--- config.mk ---
export PLATFORM = sky130hd
export DESIGN_NAME = tictactoe_input_ctrl
export DESIGN_NICKNAME = d
export VERILOG_FILES = /design/src/rtl/tictactoe_input_ctrl.sv
export SDC_FILE = /design/constraint.sdc
export NUM_CORES = 1
export LEC_CHECK = 0
export BUFFER_PORTS_ARGS = -buffer_cell sky130_fd_sc_hd__buf_2
export CAP_MARGIN = 30
export CORE_ASPECT_RATIO = 1.75
export CORE_MARGIN = 2
export CORE_UTILIZATION = 25
export DETAILED_ROUTE_END_ITERATION = 6
export PLACE_DENSITY = 0.48
export SYNTH_ARGS = -nofsm -noshare
export SYNTH_HDL_FRONTEND = slang
export SYNTH_SLANG_ARGS = --single-unit
export TNS_END_PERCENT = 20
--- constraint.sdc ---
create_clock -name clk_100MHz -period 3.45 [get_ports clk_100MHz]
set_input_delay 0.1725 -clock clk_100MHz [delete_from_list [all_inputs] [get_ports clk_100MHz]]
set_output_delay 0.1725 -clock clk_100MHz [all_outputs]
set_load 0.1 [all_outputs]
--- src/rtl/tictactoe_input_ctrl.sv ---
// tictactoe_input_ctrl
//   Input conditioning for the TicTacToe game FSM. Seven raw pushbuttons are
//   each synchronized (2 FF), debounced (down to a stable level after
//   DEBOUNCE_CYCLES consecutive differing samples) and rising-edge detected.
//   The press events drive a 3x3 wrap-around cursor and the one-cycle
//   cuadro / erase / restart pulses consumed by the game FSM.
//
// Ports
//   clk_100MHz   system clock, rising edge
//   reset        synchronous, active-low reset
//   btn_up/down/left/right/sel/erase/restart   raw async buttons, active-high
//   cuadro       one-hot one-cycle selection pulse, row-major square index
//   erase        one-cycle erase pulse
//   restart      one-cycle restart pulse
//   cursor       one-hot current cursor square (level)
//   cursor_idx   binary cursor index 0..8
module tictactoe_input_ctrl #(
  parameter int DEBOUNCE_CYCLES = 1000000,
  parameter int CNT_W           = 24
) (
  input  logic       clk_100MHz,
  input  logic       reset,
  input  logic       btn_up,
  input  logic       btn_down,
  input  logic       btn_left,
  input  logic       btn_right,
  input  logic       btn_sel,
  input  logic       btn_erase,
  input  logic       btn_restart,
  output logic [8:0] cuadro,
  output logic       erase,
  output logic       restart,
  output logic [8:0] cursor,
  output logic [3:0] cursor_idx
);

  localparam int UP      = 0;
  localparam int DOWN    = 1;
  localparam int LEFT    = 2;
  localparam int RIGHT   = 3;
  localparam int SEL     = 4;
  localparam int ERASE   = 5;
  localparam int RESTART = 6;

  localparam logic [CNT_W-1:0] CNT_LAST = CNT_W'(DEBOUNCE_CYCLES - 1);
  localparam logic [3:0]       IDX_CENTRE = 4'd4;

  logic [6:0]       raw;
  logic [6:0]       sync1;
  logic [6:0]       sync2;
  logic [6:0]       deb;
  logic [6:0]       deb_prev;
  logic [6:0]       evt;
  logic [6:0]       press;
  logic [CNT_W-1:0] cnt [7];

  logic [1:0]       row;
  logic [1:0]       col;
  logic [1:0]       row_n;
  logic [1:0]       col_n;
  logic [3:0]       next_idx;

  assign raw = {btn_restart, btn_erase, btn_sel, btn_right, btn_left, btn_down, btn_up};

  // Rising edge of the debounced level; registered into press below.
  assign evt = deb & ~deb_prev;

  // Cursor movement driven by the previous cycle's press events. next_idx is
  // also the cursor as seen by a selection in the current cycle, so a move
  // and a select arriving together always mark the pre-move square.
  always_comb begin
    row = 2'd0;
    if (cursor_idx >= 4'd6)
      row = 2'd2;
    else if (cursor_idx >= 4'd3)
      row = 2'd1;
    col = 2'(cursor_idx - 4'd3 * {2'b00, row});

    row_n = row;
    if (press[UP] && !press[DOWN])
      row_n = (row == 2'd0) ? 2'd2 : row - 2'd1;
    else if (press[DOWN] && !press[UP])
      row_n = (row == 2'd2) ? 2'd0 : row + 2'd1;

    col_n = col;
    if (press[LEFT] && !press[RIGHT])
      col_n = (col == 2'd0) ? 2'd2 : col - 2'd1;
    else if (press[RIGHT] && !press[LEFT])
      col_n = (col == 2'd2) ? 2'd0 : col + 2'd1;

    if (press[RESTART])
      next_idx = IDX_CENTRE;
    else
      next_idx = 4'd3 * {2'b00, row_n} + {2'b00, col_n};
  end

  always_ff @(posedge clk_100MHz) begin
    if (!reset) begin
      sync1      <= '0;
      sync2      <= '0;
      deb        <= '0;
      deb_prev   <= '0;
      press      <= '0;
      for (int i = 0; i < 7; i++)
        cnt[i] <= '0;
      cuadro     <= '0;
      cursor_idx <= IDX_CENTRE;
      cursor     <= 9'b000010000;
    end else begin
      sync1    <= raw;
      sync2    <= sync1;
      deb_prev <= deb;
      press    <= evt;

      // Any sample agreeing with the current level restarts the count, so
      // only an uninterrupted run of DEBOUNCE_CYCLES differing samples flips it.
      for (int i = 0; i < 7; i++) begin
        if (sync2[i] == deb[i]) begin
          cnt[i] <= '0;
        end else if (cnt[i] == CNT_LAST) begin
          deb[i] <= sync2[i];
          cnt[i] <= '0;
        end else begin
          cnt[i] <= cnt[i] + 1'b1;
        end
      end

      // Restart wins over a simultaneous selection.
      if (evt[SEL] && !evt[RESTART])
        cuadro <= 9'(1) << next_idx;
      else
        cuadro <= '0;

      cursor_idx <= next_idx;
      cursor     <= 9'(1) << next_idx;
    end
  end

  assign erase   = press[ERASE];
  assign restart = press[RESTART];

endmodule

==> impl_metrics.prom, run 1 <==
# TYPE chip_impl_metric gauge
chip_impl_metric{name="finalHoldViolCount",unit=""} 0
chip_impl_metric{name="crit_arrival",unit="ns"} 3.82
chip_impl_info{name="timing.hold.worst.start",value="reset"} 1
chip_impl_metric{name="use_met2",unit="%"} 17.5
chip_impl_metric{name="detailroute.via_count",unit=""} 7695
chip_impl_metric{name="worstPathMaxFanout",unit=""} 6
chip_impl_metric{name="post-route-period-util",unit="%"} 97.4
chip_impl_info{name="r2r_end",value="cuadro[8]"} 1
chip_impl_metric{name="grt_start_max_net_pins",unit=""} 25
chip_impl_metric{name="area_delta_synth_final",unit="%"} 20.7
chip_impl_info{name="netlist.top_cell.by_area",value="sky130_fd_sc_hd__edfxtp_1"} 1
chip_impl_info{name="critPathKind",value="register to register"} 1
chip_impl_metric{name="clock_sink_count",unit=""} 224
chip_impl_metric{name="timing.clock.skew",unit="ns"} 0.0170
chip_impl_metric{name="final_layout_size_suffix_gt1_share",unit="%"} 11.0
chip_impl_info{name="worst_hold_path_type",value="primary input to register"} 1
chip_impl_info{name="synth_most_common_cell",value="sky130_fd_sc_hd__nor2_1"} 1
chip_impl_info{name="tritoncts_clock_tree",value="done"} 1
chip_impl_metric{name="post-place-cells",unit=""} 1783
chip_impl_info{name="launch_instance_of_the_worst_register_to_register_path",value="cursor_idx[1]"} 1
chip_impl_metric{name="ant_nets",unit=""} 0
chip_impl_metric{name="slew_viol_final",unit=""} 0
chip_impl_metric{name="synthesis.yosys.warnings",unit=""} 0
chip_impl_metric{name="ys_seq_elements",unit=""} 224
chip_impl_metric{name="detailedPlacementHpwl",unit="um"} 14900
chip_impl_metric{name="first_pass_iters",unit=""} 4
chip_impl_metric{name="pwr_density_cell",unit="mW/mm^2"} 564
chip_impl_metric{name="clock_latency_on_the_worst_skew_pair",unit="ns"} 0.54
chip_impl_metric{name="fin_cells",unit=""} 1841
chip_impl_info{name="netlist_top_cells_area",value="sky130_fd_sc_hd__edfxtp_1, sky130_fd_sc_hd__dfxtp_1, sky130_fd_sc_hd__xor2_1, sky130_fd_sc_hd__nor2_1, sky130_fd_sc_hd__xnor2_1"} 1
chip_impl_metric{name="numCtsBuffers",unit=""} 24
chip_impl_metric{name="grt_pass1_wl",unit="um"} 36000
chip_impl_metric{name="final.setup.tns",unit="ns"} 0
chip_impl_metric{name="placed_cell_area",unit="mm^2"} 0.0126
chip_impl_metric{name="fin_crit",unit="ns"} 3.36
chip_impl_metric{name="die_ht",unit="um"} 285
chip_impl_metric{name="layout.nets",unit=""} 1272
chip_impl_metric{name="synth_seq_area_share",unit="%"} 54.8
chip_impl_metric{name="timing.hold.ws",unit="ns"} 0.127
chip_impl_metric{name="post-route-util",unit="%"} 30.7
chip_impl_metric{name="floorplan.initialDensity",unit="%"} 25.4
chip_impl_metric{name="first_global_vias",unit=""} 7646
chip_impl_metric{name="p_total",unit="mW"} 7.65
chip_impl_info{name="synthTopCellsByCount",value="sky130_fd_sc_hd__nor2_1, sky130_fd_sc_hd__edfxtp_1, sky130_fd_sc_hd__xor2_1"} 1
chip_impl_metric{name="n_antenna_cell",unit=""} 0
chip_impl_metric{name="met3_usage",unit="%"} 1.34
chip_impl_metric{name="fillCellCount",unit=""} 4590
chip_impl_metric{name="mappedNetlistArea",unit="mm^2"} 0.0112
chip_impl_metric{name="async_flop_share",unit="%"} 0
chip_impl_metric{name="gpl.final_weighted_congestion",unit=""} 0.736
chip_impl_metric{name="synth_cells",unit=""} 1033
chip_impl_metric{name="ios",unit=""} 33
chip_impl_metric{name="timing.slew.headroom",unit="%"} 58.7
chip_impl_info{name="synthFlopType",value="sky130_fd_sc_hd__edfxtp_1"} 1
chip_impl_metric{name="r2r_setup_slk",unit="ns"} 0.09
chip_impl_metric{name="netlist-cell-type-count",unit=""} 54
chip_impl_metric{name="maxCapViolations",unit=""} 0
chip_impl_info{name="rsz0062_at_grt",value="yes"} 1
chip_impl_metric{name="worst_pin_slew",unit="ns"} 0.615
chip_impl_metric{name="timing.critical_path.required",unit="ns"} 3.91
chip_impl_metric{name="grt_remaining_overflow",unit=""} 0
chip_impl_metric{name="route.detailed.wl_per_inst",unit="um"} 11.5
chip_impl_metric{name="io_buffer_count",unit=""} 32
chip_impl_metric{name="clkSlewWorstSetupHoldPaths",unit="ns"} 0.06
chip_impl_metric{name="worstRegToRegCells",unit=""} 12
chip_impl_metric{name="drtIter0Drc",unit=""} 300
chip_impl_metric{name="p_leak",unit="nW"} 4.91
chip_impl_metric{name="detail_route.drc_violations",unit=""} 0
chip_impl_info{name="grt_busiest_layer",value="met2"} 1
chip_impl_metric{name="synth_edf_count",unit=""} 168
chip_impl_metric{name="die_area",unit="mm^2"} 0.0468
chip_impl_info{name="cts_root_buf",value="sky130_fd_sc_hd__clkbuf_16"} 1
chip_impl_metric{name="setup_ws",unit="ns"} 0.0891
chip_impl_metric{name="grt_antenna_before_repair",unit=""} 0
chip_impl_metric{name="hold_critical_path_depth",unit=""} 2
chip_impl_metric{name="synth_top_area_share",unit="%"} 44.8
chip_impl_metric{name="htree_levels",unit=""} 1
chip_impl_metric{name="floorplan.die.width",unit="um"} 164
chip_impl_metric{name="cell_row_count",unit=""} 102
chip_impl_metric{name="core_area",unit="mm^2"} 0.0443
chip_impl_metric{name="mean_cell_area_of_the_mapped_netlist",unit="um^2"} 10.9
chip_impl_metric{name="final_design_area_excluding_fillers",unit="mm^2"} 0.0136
chip_impl_metric{name="post_drt_via_cell_ratio",unit=""} 4.18
chip_impl_info{name="outcome",value="finished, final reports clean"} 1
chip_impl_info{name="cp-end-kind",value="register"} 1
chip_impl_metric{name="grtUsageTotal",unit="%"} 9.22
chip_impl_metric{name="max_clock_freq",unit="MHz"} 298
chip_impl_metric{name="global_route.usage.met1",unit="%"} 10.0
chip_impl_metric{name="power.ir.vdd_worst",unit="mV"} 0.537
chip_impl_metric{name="cts.path.max_buffers",unit=""} 3
chip_impl_metric{name="post-place-ws",unit="ns"} 0.00137
chip_impl_info{name="end_of_the_worst_hold_path",value="deb[1]"} 1
chip_impl_metric{name="route.final.wire_length",unit="um"} 21200
chip_impl_info{name="cp-start-kind",value="register"} 1
chip_impl_metric{name="report.final.setup_viol",unit=""} 0
==> state kept, by name (all words and copies together) (netlist names) <==
register    cells
cuadro          9
cursor_idx      4
sync2           7
sync1           7
press           6
deb_prev        7
cnt           168
cursor          9
deb             7
==> layer usage <==
metal	part of all wire (%)	routed length, um
met1	41	8810
met2	53	11200
met3	3.1	665
met4	2.5	541
met5	0	0
==> critical path, stage by stage, from the launching register on <==
cell	delay [ns]
sky130_fd_sc_hd__dfxtp_4	0.39
sky130_fd_sc_hd__nand2_4	0.06
sky130_fd_sc_hd__mux2i_2	0.18
sky130_fd_sc_hd__nor2b_4	0.19
sky130_fd_sc_hd__ha_4	0.16
sky130_fd_sc_hd__xnor2_4	0.09
sky130_fd_sc_hd__or4b_4	0.48
sky130_fd_sc_hd__nand3_2	0.08
sky130_fd_sc_hd__fa_1	0.42
sky130_fd_sc_hd__ha_2	0.20
sky130_fd_sc_hd__fa_2	0.50
sky130_fd_sc_hd__or3_4	0.40
sky130_fd_sc_hd__nor3_2	0.15
==> cells by family (layout without fill, tap and decap cells) <==
family,count (synthesis),in the layout,synth area share (%)
and+or+nand+nor,567,567,27.1
DFF,224,224,54.8
xor gates and xnor gates,161,161,12.5
buffers and inverters,46,115,2.47
adders and majority gates,12,12,1.47
AOI/OAI and AO/OA,12,12,0.690
muxes,10,10,0.912
other,1,168,0.0333
==> worst max path at each step <==
stage / slack [ns] / start / to / cells past startpoint
2_1_floorplan: -0.05 / cursor_idx[2] / cuadro[8] / 10
3_3_place_gp: 0.08 / cursor_idx[2] / cuadro[6] / 11
3_5_place_dp: 0.001 / cursor_idx[1] / cuadro[8] / 11
4_1_cts: 0.03 / cursor_idx[1] / cuadro[8] / 11
5_1_grt: -0.11 / cursor_idx[1] / cuadro[4] / 14
6_report: 0.09 / cursor_idx[1] / cuadro[8] / 12
==> layout by cell type, fill, tap and decap left out, drive strengths merged, types with 3 or more instances in the layout <==
| cell type | count |
|---|---|
| a21oi | 3 |
| and2 | 24 |
| and3 | 31 |
| and4 | 18 |
| buf | 44 |
| clkbuf | 40 |
| clkinv | 4 |
| conb | 168 |
| dfxtp | 56 |
| dlygate4sd3 | 7 |
| edfxtp | 168 |
| ha | 10 |
| inv | 20 |
| mux2i | 8 |
| nand2 | 51 |
| nand2b | 8 |
| nand3 | 84 |
| nand3b | 6 |
| nand4 | 43 |
| nor2 | 208 |
| nor2b | 18 |
| nor3 | 33 |
| nor4 | 21 |
| nor4b | 9 |
| o21ai | 3 |
| or3 | 6 |
| xnor2 | 55 |
| xor2 | 106 |
==> where the power goes <==
group / switching [mW] / internal (mW)
Sequential: 0.146 / 3.05
Combinational: 1.12 / 0.810
Clock: 1.06 / 1.46
Total: 2.33 / 5.32
==> cell type report <==
cell class	instances	area, um^2	share of cell area (%)
tap	572	716	5.27
clock inverter	4	17.5	0.129
multi-input combinational	930	5530	40.7
inverter	20	75.1	0.553
timing repair buffer	51	320	2.36
sequential	224	6180	45.5
clock buffer	40	742	5.46
==> what timing repair did <==
item / 4_1_cts / 5_1_grt
setup buffers: 0 / 7
hold buffers: 7 / 0
gates resized for setup: 0 / 13
setup endpoints to repair: 1 / 16
endpoints found under the hold margin: 7 / 0
pin swaps: 1 / 6
cloned: 0 / 0
No activity file was read; power rests on OpenSTA's default activity.
==> run 2: changes to the inputs <==
Settings changed: ABC_AREA from default to 1, REMOVE_ABC_BUFFERS from default to 1.
==> run 2 against run 1 <==
Against the previous run:
- flip-flop and latch count stayed put
- critical path depth rose by 6
- sequential power shrank 1%
==> impl_metrics.prom, run 2 <==
# TYPE chip_impl_metric gauge
chip_impl_info{name="outcome",value="finished, final reports clean"} 1
chip_impl_metric{name="first_pass_iters",unit=""} 5
chip_impl_info{name="synthTopCellsByCount",value="sky130_fd_sc_hd__nand2_1, sky130_fd_sc_hd__nor2_1, sky130_fd_sc_hd__edfxtp_1"} 1
chip_impl_metric{name="worst_path_largest_cell_delay",unit="ns"} 0.44
chip_impl_info{name="synth_top_family_by_area",value="simple AND/OR/NAND/NOR gates"} 1
chip_impl_metric{name="die_ht",unit="um"} 302
chip_impl_metric{name="ios",unit=""} 33
chip_impl_metric{name="die_area",unit="mm^2"} 0.0525
chip_impl_metric{name="grt_antenna_before_repair",unit=""} 2
chip_impl_metric{name="worstPathMaxFanout",unit=""} 4
chip_impl_metric{name="finalHoldViolCount",unit=""} 0
chip_impl_metric{name="timing.slew.headroom",unit="%"} 51.9
chip_impl_metric{name="yosys.area_share.xor_xnor",unit="%"} 5.33
chip_impl_info{name="netlist.top_cell.by_area",value="sky130_fd_sc_hd__edfxtp_1"} 1
chip_impl_metric{name="slew_viol_final",unit=""} 0
chip_impl_metric{name="ant_nets",unit=""} 0
chip_impl_metric{name="flip_flop_count_of_the_largest_register_all_copies_and_words_added",unit=""} 168
chip_impl_metric{name="post_synth_mux_area_share",unit="%"} 0
chip_impl_metric{name="report.final.setup_viol",unit=""} 0
chip_impl_info{name="cp-start-kind",value="register"} 1
chip_impl_metric{name="detailroute.via_count",unit=""} 10415
chip_impl_info{name="cts_root_buf",value="sky130_fd_sc_hd__clkbuf_16"} 1
chip_impl_metric{name="synthSimpleGateAreaFrac",unit="%"} 34.4
chip_impl_metric{name="synth_fa_ha_area_share",unit="%"} 1.31
chip_impl_info{name="critPathKind",value="register to register"} 1
chip_impl_info{name="timing.critical_path.mode_cell",value="sky130_fd_sc_hd__inv_1"} 1
chip_impl_metric{name="multi_input_area",unit="mm^2"} 0.00633
chip_impl_metric{name="layout.nets",unit=""} 1878
chip_impl_metric{name="post_drt_via_cell_ratio",unit=""} 4.10
chip_impl_metric{name="ys_seq_elements",unit=""} 224
chip_impl_metric{name="mean_cell_area_of_the_mapped_netlist",unit="um^2"} 7.73
chip_impl_metric{name="synth_edf_count",unit=""} 168
chip_impl_metric{name="grt_pass1_wl",unit="um"} 49300
chip_impl_info{name="synthFlopType",value="sky130_fd_sc_hd__edfxtp_1"} 1
chip_impl_info{name="layout.cells.most_common",value="sky130_fd_sc_hd__nand2_1"} 1
chip_impl_metric{name="hold_critical_path_depth",unit=""} 3
chip_impl_info{name="tritoncts_clock_tree",value="done"} 1
chip_impl_metric{name="p_leak",unit="nW"} 5.89
chip_impl_metric{name="critical_path_depth",unit=""} 18
chip_impl_metric{name="pwr_density_cell",unit="mW/mm^2"} 492
chip_impl_metric{name="crit_arrival",unit="ns"} 3.69
chip_impl_metric{name="htree_levels",unit=""} 1
chip_impl_metric{name="synth_compound_gate_area_share",unit="%"} 3.86
chip_impl_metric{name="gpl.final_weighted_congestion",unit=""} 0.848
chip_impl_info{name="netlist_top_cells_area",value="sky130_fd_sc_hd__edfxtp_1, sky130_fd_sc_hd__nand2_1, sky130_fd_sc_hd__nor2_1, sky130_fd_sc_hd__dfxtp_1, sky130_fd_sc_hd__inv_1"} 1
chip_impl_info{name="mostFrequentLayoutCells",value="sky130_fd_sc_hd__nand2_1, sky130_fd_sc_hd__nor2_1, sky130_fd_sc_hd__edfxtp_1, sky130_fd_sc_hd__conb_1, sky130_fd_sc_hd__inv_1"} 1
chip_impl_metric{name="timing.clock.skew",unit="ns"} 0.0351
chip_impl_info{name="timing.critical_path.cells",value="nor2_2 > o21ai_2 > nand2_1 > inv_1 > ha_1 > inv_1 > a21oi_1 > inv_1 > nand3_1 > o21ai_1 > fa_1 > ha_1 > fa_1 > nor2_2 > inv_1 > nor2_4 > nand2_1 > nor2_1"} 1
chip_impl_metric{name="n_antenna_cell",unit=""} 0
chip_impl_metric{name="synthesis.yosys.warnings",unit=""} 0
chip_impl_metric{name="core_area",unit="mm^2"} 0.0503
chip_impl_info{name="synth_most_common_cell",value="sky130_fd_sc_hd__nand2_1"} 1
chip_impl_metric{name="synth_top_area_share",unit="%"} 39.9
chip_impl_metric{name="power.ir.vdd_worst",unit="mV"} 0.736
chip_impl_metric{name="clock_latency_on_the_worst_skew_pair",unit="ns"} 0.56
chip_impl_metric{name="clock_sink_count",unit=""} 224
chip_impl_metric{name="post-route-period-util",unit="%"} 93.6
chip_impl_info{name="reg_top3",value="cnt x168, cuadro x9, cursor x9"} 1
chip_impl_metric{name="floorplan.die.width",unit="um"} 174
chip_impl_metric{name="mappedNetlistArea",unit="mm^2"} 0.0127
chip_impl_metric{name="final_design_area_excluding_fillers",unit="mm^2"} 0.0151
chip_impl_info{name="worst_hold_path_type",value="primary input to register"} 1
chip_impl_metric{name="detail_route.drc_violations",unit=""} 0
chip_impl_metric{name="timing.critical_path.required",unit="ns"} 3.91
chip_impl_metric{name="final_layout_size_suffix_gt1_share",unit="%"} 7.25
chip_impl_metric{name="route.detailed.wl_per_inst",unit="um"} 11.5
chip_impl_metric{name="io_buffer_count",unit=""} 32
chip_impl_metric{name="maxCapViolations",unit=""} 0
chip_impl_metric{name="cell_row_count",unit=""} 109
chip_impl_metric{name="fin_crit",unit="ns"} 3.23
chip_impl_info{name="timing.critical_path.max_delay_family",value="adder cells"} 1
chip_impl_metric{name="fillCellCount",unit=""} 5477
chip_impl_info{name="crit_path_top_delay_cell",value="sky130_fd_sc_hd__fa_1"} 1
chip_impl_metric{name="area_delta_synth_final",unit="%"} 19.4
chip_impl_info{name="cp-end-kind",value="register"} 1
chip_impl_metric{name="worstRegToRegCells",unit=""} 18
chip_impl_metric{name="detailedPlacementHpwl",unit="um"} 22500
chip_impl_metric{name="register_area",unit="mm^2"} 0.00617
chip_impl_metric{name="synth_seq_area_share",unit="%"} 48.7
chip_impl_metric{name="grt_remaining_overflow",unit=""} 0
chip_impl_metric{name="async_flop_share",unit="%"} 0
chip_impl_metric{name="clkSlewWorstSetupHoldPaths",unit="ns"} 0.06
chip_impl_metric{name="netlist-cell-type-count",unit=""} 33
chip_impl_metric{name="grtUsageTotal",unit="%"} 11.5
chip_impl_metric{name="placed_cell_area",unit="mm^2"} 0.0141
chip_impl_info{name="largest-register",value="cnt"} 1
chip_impl_metric{name="synth_cells",unit=""} 1638
chip_impl_metric{name="route.final.wire_length",unit="um"} 29300
chip_impl_metric{name="first_global_vias",unit=""} 10483
chip_impl_metric{name="worst-path-buf-inv",unit=""} 4
chip_impl_metric{name="post-route-util",unit="%"} 30.0
chip_impl_info{name="rsz0062_at_grt",value="no"} 1
chip_impl_metric{name="numCtsBuffers",unit=""} 26
chip_impl_metric{name="grt_start_max_net_pins",unit=""} 30
chip_impl_metric{name="floorplan.initialDensity",unit="%"} 25.1
chip_impl_metric{name="cts.path.max_buffers",unit=""} 3
chip_impl_metric{name="max_clock_freq",unit="MHz"} 310
chip_impl_metric{name="worst_pin_slew",unit="ns"} 0.716
chip_impl_metric{name="drtIter0Drc",unit=""} 410
## run 2: cell types whose count changed after synthesis, moves of 16 or more
cell / previous run / this run
sky130_fd_sc_hd__xnor2_1: 55 / 31
sky130_fd_sc_hd__and4_1: 16 / 0
sky130_fd_sc_hd__inv_1: 20 / 167
sky130_fd_sc_hd__nand4_1: 42 / 21
sky130_fd_sc_hd__nand2_1: 50 / 459
sky130_fd_sc_hd__nand3b_1: 2 / 18
sky130_fd_sc_hd__nor3_1: 31 / 7
sky130_fd_sc_hd__and2_1: 23 / 0
sky130_fd_sc_hd__a21oi_1: 3 / 74
sky130_fd_sc_hd__nor2_1: 193 / 402
sky130_fd_sc_hd__and3_1: 28 / 0
sky130_fd_sc_hd__xor2_1: 106 / 46
sky130_fd_sc_hd__nor2b_1: 18 / 0
## run 2: report_power, final
part / switching, mW / internal [mW]
clock network: 1.13 / 1.68
logic: 1.04 / 0.405
registers: 0.126 / 3.04
total: 2.30 / 5.13
## run 2: what timing repair did
| item | CTS | global route |
|---|---|---|
| buffers inserted | 0 | 1 |
| gates resized for setup | 1 | 10 |
| hold endpoints to repair | 7 | 0 |
| setup endpoints to repair | 2 | 18 |
| pin swaps | 0 | 1 |
| hold buffers | 7 | 0 |
## run 2: per-layer routing
metal / wire length (um) / track usage (%)
met5: 0 / 0
met2: 15700 / 22.6
met3: 1120 / 1.83
met1: 11200 / 11.6
met4: 1290 / 5.50
## run 2: worst min-delay path, cell delays in order
cell and delay (ns):
sky130_fd_sc_hd__buf_2 0.31, sky130_fd_sc_hd__nand2_1 0.13, sky130_fd_sc_hd__inv_1 0.03
## run 2: final timing paths
kind | from | endpoint | slack (ns)
setup reg to reg | cursor_idx[3] | cursor[3] | 0.22
setup / recovery | cursor_idx[3] | cursor[3] | 0.22
hold / removal | reset | sync2[4] | 0.14
hold reg to reg | deb_prev[0] | press[0] | 0.35
## run 2: cells by family after synthesis
kind of cell | Yosys count
AO/OA/AOI/OAI | 95
XOR/XNOR | 77
adder cells (fa/ha/maj) | 12
buffers and inverters | 187
flip-flops | 224
other | 1
AND/OR/NAND/NOR | 1042
## run 2: cell type report
class / instances / area share, %
Sequential cell: 224 / 40.8
Clock buffer: 43 / 5.64
Timing Repair Buffer: 43 / 1.72
Inverter: 168 / 4.17
Clock inverter: 5 / 0.240
Multi-Input combinational cell: 1394 / 41.9
Tap cell: 666 / 5.51
## run 2: metrics by stage
stage | power, mW | setup WS (ns) | hold WS (ns) | setup TNS (ns) | instances
floorplan | 4.23 | -0.370 | 0.241 | -6.08 | 1786
finish | 7.43 | 0.222 | 0.142 | 0 | 2543
detailed placement | 4.56 | 0.00969 | 0.357 | 0 | 2487
global placement | 4.54 | 0.0711 | 0.358 | 0 | 2487
global route | 7.83 | 0.000344 | 0.151 | 0 | 2543
CTS | 7.47 | 0.00113 | 0.102 | 0 | 2542
